## src/rtl/bf_prog_loader_pkg.sv

```systemverilog
// Constants shared by the brainfuck core and its program loader.
package brainfuck_constants;
    // 3-bit opcode encoding of the eight brainfuck commands
    localparam logic [2:0] OP_INC_PTR = 3'd0;  // >
    localparam logic [2:0] OP_DEC_PTR = 3'd1;  // <
    localparam logic [2:0] OP_INC     = 3'd2;  // +
    localparam logic [2:0] OP_DEC     = 3'd3;  // -
    localparam logic [2:0] OP_OUT     = 3'd4;  // .
    localparam logic [2:0] OP_IN      = 3'd5;  // ,
    localparam logic [2:0] OP_JZ      = 3'd6;  // [
    localparam logic [2:0] OP_JNZ     = 3'd7;  // ]

    // Byte that terminates a program upload
    localparam logic [7:0] EOT_BYTE = 8'h04;

    typedef enum logic [1:0] {
        LOAD_WAIT,
        LOAD_ACK,
        RELEASE,
        RUN
    } loader_state_t;
endpackage

```

## src/rtl/bf_char_decode.sv

```systemverilog
// ASCII brainfuck character to {valid, opcode}; everything else is not valid.
module bf_char_decode #(
    parameter int DATA_WIDTH      = 8,
    parameter int PROG_DATA_WIDTH = 3
) (
    input  logic [DATA_WIDTH-1:0]      ch,
    output logic                       valid,
    output logic [PROG_DATA_WIDTH-1:0] opcode
);
    import brainfuck_constants::*;

    // Pure lookup; unknown bytes (comments, whitespace) decode as invalid
    always_comb begin
        valid  = 1'b1;
        opcode = '0;
        case (ch)
            DATA_WIDTH'(8'h3E): opcode = PROG_DATA_WIDTH'(OP_INC_PTR);
            DATA_WIDTH'(8'h3C): opcode = PROG_DATA_WIDTH'(OP_DEC_PTR);
            DATA_WIDTH'(8'h2B): opcode = PROG_DATA_WIDTH'(OP_INC);
            DATA_WIDTH'(8'h2D): opcode = PROG_DATA_WIDTH'(OP_DEC);
            DATA_WIDTH'(8'h2E): opcode = PROG_DATA_WIDTH'(OP_OUT);
            DATA_WIDTH'(8'h2C): opcode = PROG_DATA_WIDTH'(OP_IN);
            DATA_WIDTH'(8'h5B): opcode = PROG_DATA_WIDTH'(OP_JZ);
            DATA_WIDTH'(8'h5D): opcode = PROG_DATA_WIDTH'(OP_JNZ);
            default:            valid  = 1'b0;
        endcase
    end
endmodule

```

## src/rtl/bf_prog_loader.sv

```systemverilog
// Boot loader: owns UART RX and program memory until an EOT byte arrives,
// then hands both to the brainfuck core and releases it from reset.
module bf_prog_loader #(
    parameter int                    PROG_ADDR_WIDTH = 8,
    parameter int                    PROG_DATA_WIDTH = 3,
    parameter int                    DATA_WIDTH      = 8,
    parameter logic [DATA_WIDTH-1:0] EOT_CHAR        = DATA_WIDTH'(brainfuck_constants::EOT_BYTE)
) (
    input  logic                       clk,
    input  logic                       rst,
    input  logic                       load_req,
    input  logic [DATA_WIDTH-1:0]      rx_data,
    input  logic                       rx_ready,
    output logic                       rx_clear,
    output logic                       core_rx_ready,
    input  logic                       core_rx_clear,
    input  logic [PROG_ADDR_WIDTH-1:0] core_prog_addr,
    input  logic                       core_prog_rd_en,
    output logic [PROG_ADDR_WIDTH-1:0] prog_addr,
    output logic                       prog_rd_en,
    output logic                       prog_wr_en,
    output logic [PROG_DATA_WIDTH-1:0] prog_wr_data,
    output logic                       core_rst,
    output logic [PROG_ADDR_WIDTH:0]   prog_len,
    output logic                       loading,
    output logic                       overflow
);
    import brainfuck_constants::*;

    loader_state_t              state;
    logic [PROG_ADDR_WIDTH:0]   wr_ptr;     // one extra bit: MSB set means memory full
    logic                       rx_clear_q;
    logic                       load_req_d;
    logic                       load_edge;
    logic                       ch_valid;
    logic [PROG_DATA_WIDTH-1:0] ch_op;

    bf_char_decode #(
        .DATA_WIDTH      (DATA_WIDTH),
        .PROG_DATA_WIDTH (PROG_DATA_WIDTH)
    ) u_decode (
        .ch     (rx_data),
        .valid  (ch_valid),
        .opcode (ch_op)
    );

    assign load_edge = load_req & ~load_req_d;
    assign loading   = (state == LOAD_WAIT) || (state == LOAD_ACK);

    // Loader FSM. wr_ptr advances in LOAD_ACK so that during the write cycle
    // prog_addr (driven from wr_ptr) still points at the word being written.
    // core_rst drops one cycle after entering RUN, giving the core a full
    // idle cycle on the memory after the last write.
    always_ff @(posedge clk) begin
        if (!rst) begin
            state        <= LOAD_WAIT;
            wr_ptr       <= '0;
            prog_len     <= '0;
            overflow     <= 1'b0;
            core_rst     <= 1'b1;
            rx_clear_q   <= 1'b0;
            prog_wr_en   <= 1'b0;
            prog_wr_data <= '0;
            load_req_d   <= 1'b0;
        end else begin
            load_req_d <= load_req;
            rx_clear_q <= 1'b0;
            prog_wr_en <= 1'b0;
            case (state)
                LOAD_WAIT: begin
                    core_rst <= 1'b1;
                    if (rx_ready) begin
                        rx_clear_q <= 1'b1;
                        state      <= LOAD_ACK;
                        if (rx_data == EOT_CHAR) begin
                            prog_len <= wr_ptr;
                            state    <= RELEASE;
                        end else if (ch_valid) begin
                            if (!wr_ptr[PROG_ADDR_WIDTH]) begin
                                prog_wr_en   <= 1'b1;
                                prog_wr_data <= ch_op;
                            end else begin
                                overflow <= 1'b1;
                            end
                        end
                    end
                end
                LOAD_ACK: begin
                    if (prog_wr_en) wr_ptr <= wr_ptr + 1'b1;
                    state <= LOAD_WAIT;
                end
                RELEASE: begin
                    core_rst <= 1'b1;
                    state    <= RUN;
                end
                RUN: begin
                    if (load_edge) begin
                        state    <= LOAD_WAIT;
                        wr_ptr   <= '0;
                        overflow <= 1'b0;
                        core_rst <= 1'b1;
                    end else begin
                        core_rst <= 1'b0;
                    end
                end
                default: state <= LOAD_WAIT;
            endcase
        end
    end

    // Memory and UART arbitration: core owns both only in RUN
    always_comb begin
        prog_addr     = wr_ptr[PROG_ADDR_WIDTH-1:0];
        prog_rd_en    = 1'b0;
        core_rx_ready = 1'b0;
        rx_clear      = rx_clear_q;
        if (state == RUN) begin
            prog_addr     = core_prog_addr;
            prog_rd_en    = core_prog_rd_en;
            core_rx_ready = rx_ready;
            rx_clear      = core_rx_clear;
        end
    end
endmodule

```

## config.mk

```make
export PLATFORM = sky130hd
export DESIGN_NAME = bf_prog_loader
export DESIGN_NICKNAME = d
export VERILOG_FILES = /design/src/rtl/bf_prog_loader_pkg.sv /design/src/rtl/bf_char_decode.sv /design/src/rtl/bf_prog_loader.sv
export SDC_FILE = /design/constraint.sdc
export NUM_CORES = 1
export LEC_CHECK = 0
export CORE_MARGIN = 1.5
export CORE_UTILIZATION = 40
export DETAILED_ROUTE_END_ITERATION = 10
export GPL_TIMING_DRIVEN = 0
export PLACE_DENSITY = 0.8
export SETUP_SLACK_MARGIN = 0.5
export SLEW_MARGIN = 40
export SYNTH_ARGS = -nofsm -noshare
export SYNTH_HDL_FRONTEND = slang
export SYNTH_SLANG_ARGS = --single-unit
```

## constraint.sdc

```tcl
create_clock -name clk -period 1.8 [get_ports clk]
set_input_delay 0.36 -clock clk [delete_from_list [all_inputs] [get_ports clk]]
set_output_delay 0.36 -clock clk [all_outputs]
set_load 0.02 [all_outputs]
```

# == Word-level counts from Yosys, hierarchy flattened ==
# Index checks and enable logic that the tools add are counted.
# word_totals
elab_cells,73
latchBits,0
ramBits,0
out_inout_bits,27
rom_bits,0
register_bits,28
mem_count,0
# op_classes
multipliers,0
order_cmp,0
mux,23
n_bitwise,8
n_div,0
shifts,0
addsub,1
eq_ne,18
reduce_logical,14
# op_table
operator,count
$eq 8x6->1 const B,6
$pmux 3 s7,1
$mux 9,2
$pmux 9 s2,1
$eq 8x7->1 const B,2
$mux 1,12
$ne 2x2->1 const B,6
$add 9x1->9 const B,1
$eq 8x3->1 const B,1
$mux 8,1
$pmux 2 s4,1
$reduce_or 8->1,1
$not 1->1,7
$mux 2,3
$reduce_and 3->1,2
$reduce_and 6->1,1
$reduce_bool 2->1,3
$reduce_and 5->1,1
$reduce_or 5->1,1
$eq 2x2->1 const B,2
$pmux 1 s2,2
$reduce_and 2->1,2
$eq 2x1->1 const B,1
$logic_not 2->1,1
3 further kinds,3

# == Longest topological paths before layout ==
# Gate-level depths: netlist of the first run.
# depth
ltp_word,7
ltp_mapped,6

# == Cells and area by module ==
# Synthesis of the first run repeated with hierarchy kept, for this count alone.
# hier_totals
cells_unflattened,168
area_unflattened_um2,1487.7
# modules_own_cells
module,area_each_um2,cells_each,seq_area_each_um2,n_inst
bf_prog_loader,1371.3,152,560.5,1
bf_char_decode,116.4,16,0.0,1

# == Worst setup path after synthesis of the first run ==
# Ideal clock, no wire load.
# synth_path
path_type,register -> output
from,register state[0]
to,output prog_addr[0]
stages_incl_launch_ff,4
slack_ns,0.286
arrival_ns,1.154
required_ns,1.440
n_path_buf,1
path_cell_list,dfxtp_1 buf_2 nand2_1 mux2_2
# synth_between
elab_chain_cells,2
# synth_rtl
element,line,rtl
from (decl),bf_prog_loader.sv:30,loader_state_t state;
from (signal assigned),bf_prog_loader.sv:56,state <= LOAD_WAIT;
from (signal assigned),bf_prog_loader.sv:74,state <= LOAD_ACK;
from (signal assigned),bf_prog_loader.sv:77,state <= RELEASE;
$eq 2x2->1,bf_prog_loader.sv:117,if (state == RUN) begin
$mux 8,bf_prog_loader.sv:117,
to (decl),bf_prog_loader.sv:19,"output logic [PROG_ADDR_WIDTH-1:0] prog_addr,"
# No other way between the ends.

# == Worst setup path in the final report of the first run ==
# layout_path
from,register state[0]
to,output prog_addr[1]
# The elaborated chain is that of the path after synthesis.

==> results.sh, run 1 <==
export IMPL_p_seq_share_pct=57.9
export IMPL_fin_skew_ps=6.32
export IMPL_crit_type="flop to primary output"
export IMPL_cap_viol_max_count=0
export IMPL_ys_flop_type="dfxtp_1"
export IMPL_outcome="complete, no violations"
export IMPL_path_clk_slew_ps=140
export IMPL_cp_slowest_cell="dfxtp_2"
export IMPL_vias=1430
export IMPL_clk_insertion_delay_late_ps=340
export IMPL_first_iter_violations=72
export IMPL_cp_required_ps=1440
export IMPL_worstReg2RegStart="state[1]"
export IMPL_clock_path_buffers=2
export IMPL_hp_class="input port to flop"
export IMPL_cpLargestDelayFamily="flip-flops"
export IMPL_overflow=0
export IMPL_post_route_drc_count=0
export IMPL_dpl_cell_area_um2=1960
export IMPL_ctsHoldBuffers=0
export IMPL_drive_gt1_share_pct=40.5
export IMPL_path_buf_inv=2
export IMPL_switching_share_pct=24.1
export IMPL_antenna_cells=0
export IMPL_power_frac_comb_pct=13.2
export IMPL_power_static_leakage_nw=0.982
export IMPL_dr_pass1_iters=4
export IMPL_dieWidth_um=61.8
export IMPL_die_area_um2=3820
export IMPL_cts_sinks=28
export IMPL_fin_total_pwr_w=0.00108
export IMPL_wire_per_inst_um=15.7
export IMPL_wl_um=4110
export IMPL_final_cell_mix="dfxtp_1 (24), buf_2 (18), buf_6 (14), buf_4 (14), nor2_1 (13)"
export IMPL_grt_start_max_net_pins=16
export IMPL_instances_no_fill=261
export IMPL_pin_count=49
export IMPL_hpwl_um=2550
export IMPL_r2r_setup_slack_ps=70
export IMPL_cp_depth=4
export IMPL_ff2ff_path_depth=6
export IMPL_timing_final_ws_setup_ps=59.8
export IMPL_syn2layout_area_growth_pct=59.0
export IMPL_vias_per_cell=5.48
export IMPL_worstMarginPinSlew_ps=481
export IMPL_syn_nets=171
export IMPL_ant_nets=0
export IMPL_cts_root_buffer="clkbuf_4"
export IMPL_p_clk_share_pct=28.9
export IMPL_hold_viol=0
export IMPL_crit_end="prog_addr[1]"
export IMPL_path_cells="buf_12, nand2_8, mux2_4, buf_6"
export IMPL_grt_pass1_wl_um=6170
export IMPL_netlist_instances=148
export IMPL_final_common_cell="dfxtp_1"
export IMPL_syn_area_per_cell_um2=9.36
export IMPL_ir_worst_vdd_v=0.000310
export IMPL_synth_seq_cells=28
export IMPL_setup_tns_ps=0
export IMPL_cp_max_fo=6
export IMPL_cell_internal_pwr_w=0.000821
export IMPL_max_stage_delay_ps=360
export IMPL_slew_viol_final=0
export IMPL_antenna_found_initial=0
export IMPL_nets=239
export IMPL_grt_pass1_vias=1380
export IMPL_r2r_end="prog_wr_data[1]"
export IMPL_cts_tree="done"
export IMPL_cp_arrival_ps=1380
export IMPL_seq_area_frac_synth_pct=40.5
export IMPL_synth_warnings=0
export IMPL_rsz0062_at_grt="yes"
export IMPL_powerDensity_nw_per_um2=491
export IMPL_crit_start="state[0]"
export IMPL_relSlewSlack_pct=67.9
export IMPL_row_count=21
export IMPL_die_height_um=61.8
export IMPL_switchingPower_w=0.000261
export IMPL_port_buffers=48
export IMPL_htreeDepth=1
export IMPL_start_util_pct=41.5
export IMPL_finalCriticalPeriod_ps=1740
export IMPL_synth_edf_count=0
export IMPL_period_share_pct=96.7
export IMPL_ys_types=41
export IMPL_cts_buffers=3
export IMPL_dp_cells=242
export IMPL_ys_async_sr_fraction_pct=0
export IMPL_setup_violations=0
export IMPL_synth_area_um2=1390
export IMPL_core_region_area_um2=3340
export IMPL_crit_path_end_kind="primary output"
export IMPL_post_place_ws_ps=-249
export IMPL_final_area_um2=2200
export IMPL_grt_use_total_pct=21.9
export IMPL_start_kind="flop"
export IMPL_max_freq_mhz=575
export IMPL_finalWeightedCongestion=0.819
==> power groups by stage <==
stage	Sequential (W)	Clock, W	Combinational (W)
floorplan	0.000641	0	0.0000470
global placement	0.000641	0	0.000113
detailed placement	0.000641	0	0.000117
CTS	0.000628	0.000317	0.000129
global route	0.000627	0.000339	0.000152
finish	0.000627	0.000313	0.000142
==> state kept, by name, indices dropped and copies added (netlist names) <==
| signal | cells |
|---|---|
| prog_len | 9 |
| load_req_d | 1 |
| prog_wr_en | 1 |
| prog_wr_data | 3 |
| rx_clear_q | 1 |
| wr_ptr | 9 |
| overflow | 1 |
| state | 2 |
| core_rst | 1 |
==> per-stage QoR <==
step           hold WS, ps  util (%)
2_1_floorplan          465         -
3_3_place_gp           446      58.8
3_5_place_dp           454      58.8
4_1_cts                386      64.2
5_1_grt                397      66.0
6_report               382      66.0
==> routing by layer <==
layer	global-route usage (%)	vias up	wire, µm
li1	-	671	-
met1	26.8	706	1680
met2	38.3	46	2180
met3	2.07	7	178
met4	10.6	0	65
met5	0	-	0
==> cells in the mapped netlist (2+ instances only) <==
library cell / instances / area share, %
nand2_1: 10 / 2.7
mux2i_1: 11 / 7.9
o211ai_1: 2 / 1.1
nor2_1: 13 / 3.5
inv_1: 5 / 1.4
and2_1: 4 / 1.8
dfxtp_1: 28 / 40
nand3_1: 4 / 1.4
nand3b_1: 2 / 1.1
buf_2: 3 / 1.1
and3_1: 3 / 1.4
mux2_2: 10 / 8.1
nand2b_1: 2 / 0.90
xor2_1: 3 / 1.9
a21oi_1: 10 / 3.6
or3_1: 4 / 1.8
o21ai_0: 7 / 2.5
clkbuf_1: 2 / 0.54
o2111ai_1: 3 / 1.9
==> area by class of cell <==
class | instances | area (µm²)
inverters | 5 | 21.3
well taps | 46 | 57.6
flip-flops and latches | 28 | 568
repair buffers | 62 | 503
multi-input cells | 110 | 945
clock buffers | 4 | 36.3
plain buffers | 6 | 71.3
fillers | 271 | 1130
==> worst min path at each step <==
stage	from	end	slack, ps	depth (start not counted)
after floorplan	wr_ptr[1]	wr_ptr[1]	470	2
after detailed placement	overflow	overflow	450	2
after global placement	overflow	overflow	450	2
final	load_req	load_req_d	380	2
after CTS	load_req	load_req_d	390	2
after global routing	load_req	load_req_d	400	2
==> logic make-up (layout without fill, tap and decap cells) <==
family,after synthesis,count (layout),share of synthesized area [%]
buffers and inverters,11,77,3.79
AOI/OAI and AO/OA,29,29,13.6
and+or+nand+nor,54,55,22.7
xor gates and xnor gates,4,4,2.53
DFF,28,28,40.5
adders and majority gates,1,1,0.903
muxes,21,21,16.1
==> what timing repair did <==
action | 4_1_cts | 5_1_grt
pin swaps | 22 | 12
cloned | 1 | 0
endpoints found under the setup margin | 50 | 35
resized for setup | 180 | 14
setup buffers | 13 | 1
Power figures use the tool's default switching activity.
==> run 2, diff against run 1 <==
ABC_AREA = 1   (was default)
PLACE_DENSITY = 0.79   (was 0.8)
==> results.sh, run 2 <==
export IMPL_slew_viol_final=0
export IMPL_grt_pass1_vias=1616
export IMPL_ys_async_sr_fraction_pct=0
export IMPL_wl_um=4760
export IMPL_antenna_cells=0
export IMPL_ant_nets=0
export IMPL_ctsHoldBuffers=0
export IMPL_powerDensity_nw_per_um2=498
export IMPL_nets=328
export IMPL_seq_area_frac_synth_pct=37.5
export IMPL_synth_common_cells="nand2_1 (56), inv_1 (34), dfxtp_1 (28)"
export IMPL_overflow=0
export IMPL_port_buffers=47
export IMPL_clk_insertion_delay_late_ps=290
export IMPL_die_height_um=64.2
export IMPL_crit_path_end_kind="primary output"
export IMPL_power_static_leakage_nw=1.16
export IMPL_cp_max_fo=5
export IMPL_cp_required_ps=1440
export IMPL_pin_count=49
export IMPL_outcome="complete, no violations"
export IMPL_ir_worst_vdd_v=0.000267
export IMPL_finalCriticalPeriod_ps=1620
export IMPL_fin_skew_ps=13.4
export IMPL_htreeDepth=1
export IMPL_worstMarginPinSlew_ps=435
export IMPL_grt_start_max_net_pins=17
export IMPL_synth_edf_count=0
export IMPL_core_region_area_um2=3630
export IMPL_cts_tree="done"
export IMPL_post_place_ws_ps=-295
export IMPL_cap_viol_max_count=0
export IMPL_largestRegisters="prog_len x9, wr_ptr x9, prog_wr_data x3"
export IMPL_final_core_util_pct=71.0
export IMPL_synth_area_um2=1500
export IMPL_syn2layout_area_growth_pct=72.3
export IMPL_hp_class="flop to flop"
export IMPL_synth_area_leaders="dfxtp_1 (37%), nand2_1 (14%), inv_1 (8.5%)"
export IMPL_hold_viol=0
export IMPL_synth_top_area_cell="dfxtp_1"
export IMPL_rsz0062_at_grt="yes"
export IMPL_vias_per_cell=5.06
export IMPL_syn_nets=251
export IMPL_antenna_found_initial=0
export IMPL_cts_buffers=3
export IMPL_first_iter_violations=75
export IMPL_dr_pass1_iters=4
export IMPL_final_cell_mix="nand2_1 (49), inv_1 (31), dfxtp_1 (23)"
export IMPL_post_route_drc_count=0
export IMPL_relSlewSlack_pct=71.0
export IMPL_grt_use_total_pct=21.0
export IMPL_crit_type="flop to primary output"
export IMPL_ys_flop_type="dfxtp_1"
export IMPL_vias=1780
export IMPL_drive_gt1_share_pct=42.1
export IMPL_timing_final_ws_setup_ps=184
export IMPL_period_share_pct=89.8
export IMPL_start_kind="flop"
export IMPL_finalWeightedCongestion=0.774
export IMPL_cp_arrival_ps=1260
export IMPL_path_clk_slew_ps=100
export IMPL_row_count=22
export IMPL_cts_sinks=28
export IMPL_final_common_cell="nand2_1"
export IMPL_yosysTopAreaCellShare_pct=37.5
export IMPL_synth_warnings=0
export IMPL_netlist_instances=228
export IMPL_max_freq_mhz=619
export IMPL_grt_pass1_wl_um=6800
export IMPL_synth_seq_cells=28
export IMPL_start_util_pct=41.2
export IMPL_hpwl_um=2760
export IMPL_setup_violations=0
export IMPL_die_area_um2=4120
export IMPL_setup_tns_ps=0
export IMPL_wire_per_inst_um=13.5
export IMPL_clock_path_buffers=2
export IMPL_dieWidth_um=64.2
export IMPL_syn_area_per_cell_um2=6.56
export IMPL_yosysMostFrequentCell="nand2_1"
export IMPL_cts_root_buffer="clkbuf_8"
export IMPL_ys_types=25
==> run 2: per-layer routing <==
layer / up-vias / routed length [µm] / GRT usage [%]
met1: 832 / 1850 / 22.6
met4: 0 / 76 / 8.78
met3: 8 / 258 / 3.87
li1: 879 / - / -
met2: 61 / 2580 / 39.6
met5: - / 0 / 0
==> run 2: path summary, 6_finish.rpt <==
| check | start | end | slack [ps] | cells past startpoint |
|---|---|---|---|---|
| worst max register to register | state[0] | wr_ptr[2] | 360 | 11 |
| worst max-delay path | state[0] | prog_addr[0] | 180 | 5 |
| worst min-delay path | prog_len[6] | prog_len[6] | 450 | 2 |
| worst min register to register | prog_len[6] | prog_len[6] | 450 | 2 |
==> run 2: area by class of cell <==
| type | count | area (µm²) |
|---|---|---|
| Clock inverter | 1 | 30.0 |
| Timing Repair inverter | 1 | 8.76 |
| Buffer | 4 | 48.8 |
| Clock buffer | 3 | 41.3 |
| Inverter | 40 | 173 |
| Sequential cell | 28 | 572 |
| Fill cell | 294 | 1050 |
| Multi-Input combinational cell | 156 | 1020 |
| Tap cell | 48 | 60.1 |
| Timing Repair Buffer | 71 | 622 |
==> run 2: critical path, stage by stage, from the launching register on <==
cell and delay [ps]:
dfxtp_4 380, nand2_8 100, clkinv_8 70, clkbuf_16 160, o21ai_2 110, buf_4 150
==> run 2: per-stage QoR <==
stage	hold WS, ps	total power [W]	cells	area (µm²)
finish	448	0.00128	352	2580
global route	460	0.00134	352	2580
CTS	421	0.00127	348	2490
detailed placement	438	0.000767	323	2090
global placement	431	0.000765	323	2090
floorplan	453	0.000699	228	1560
==> run 2: what timing repair did <==
item | CTS | global route
pin swaps | 10 | 14
endpoints found under the setup margin | 50 | 46
resized for setup | 155 | 64
gates cloned | 2 | 1
buffers inserted | 19 | 3
==> run 2: cells by family (layout without fill, tap and decap cells) <==
| family | Yosys count | in the layout | share of synthesized area, % |
|---|---|---|---|
| and+or+nand+nor | 108 | 108 | 33.9 |
| buffers and inverters | 44 | 120 | 11.5 |
| DFF | 28 | 28 | 37.5 |
| adders and majority gates | 1 | 1 | 0.836 |
| AOI/OAI and AO/OA | 47 | 47 | 16.3 |
==> run 2: report_power, final <==
group / switching (W) / leakage, nW / internal, W
Combinational: 0.0000782 / 0.899 / 0.0000683
Sequential: 0.00000504 / 0.229 / 0.000623
Clock: 0.000210 / 0.0357 / 0.000299
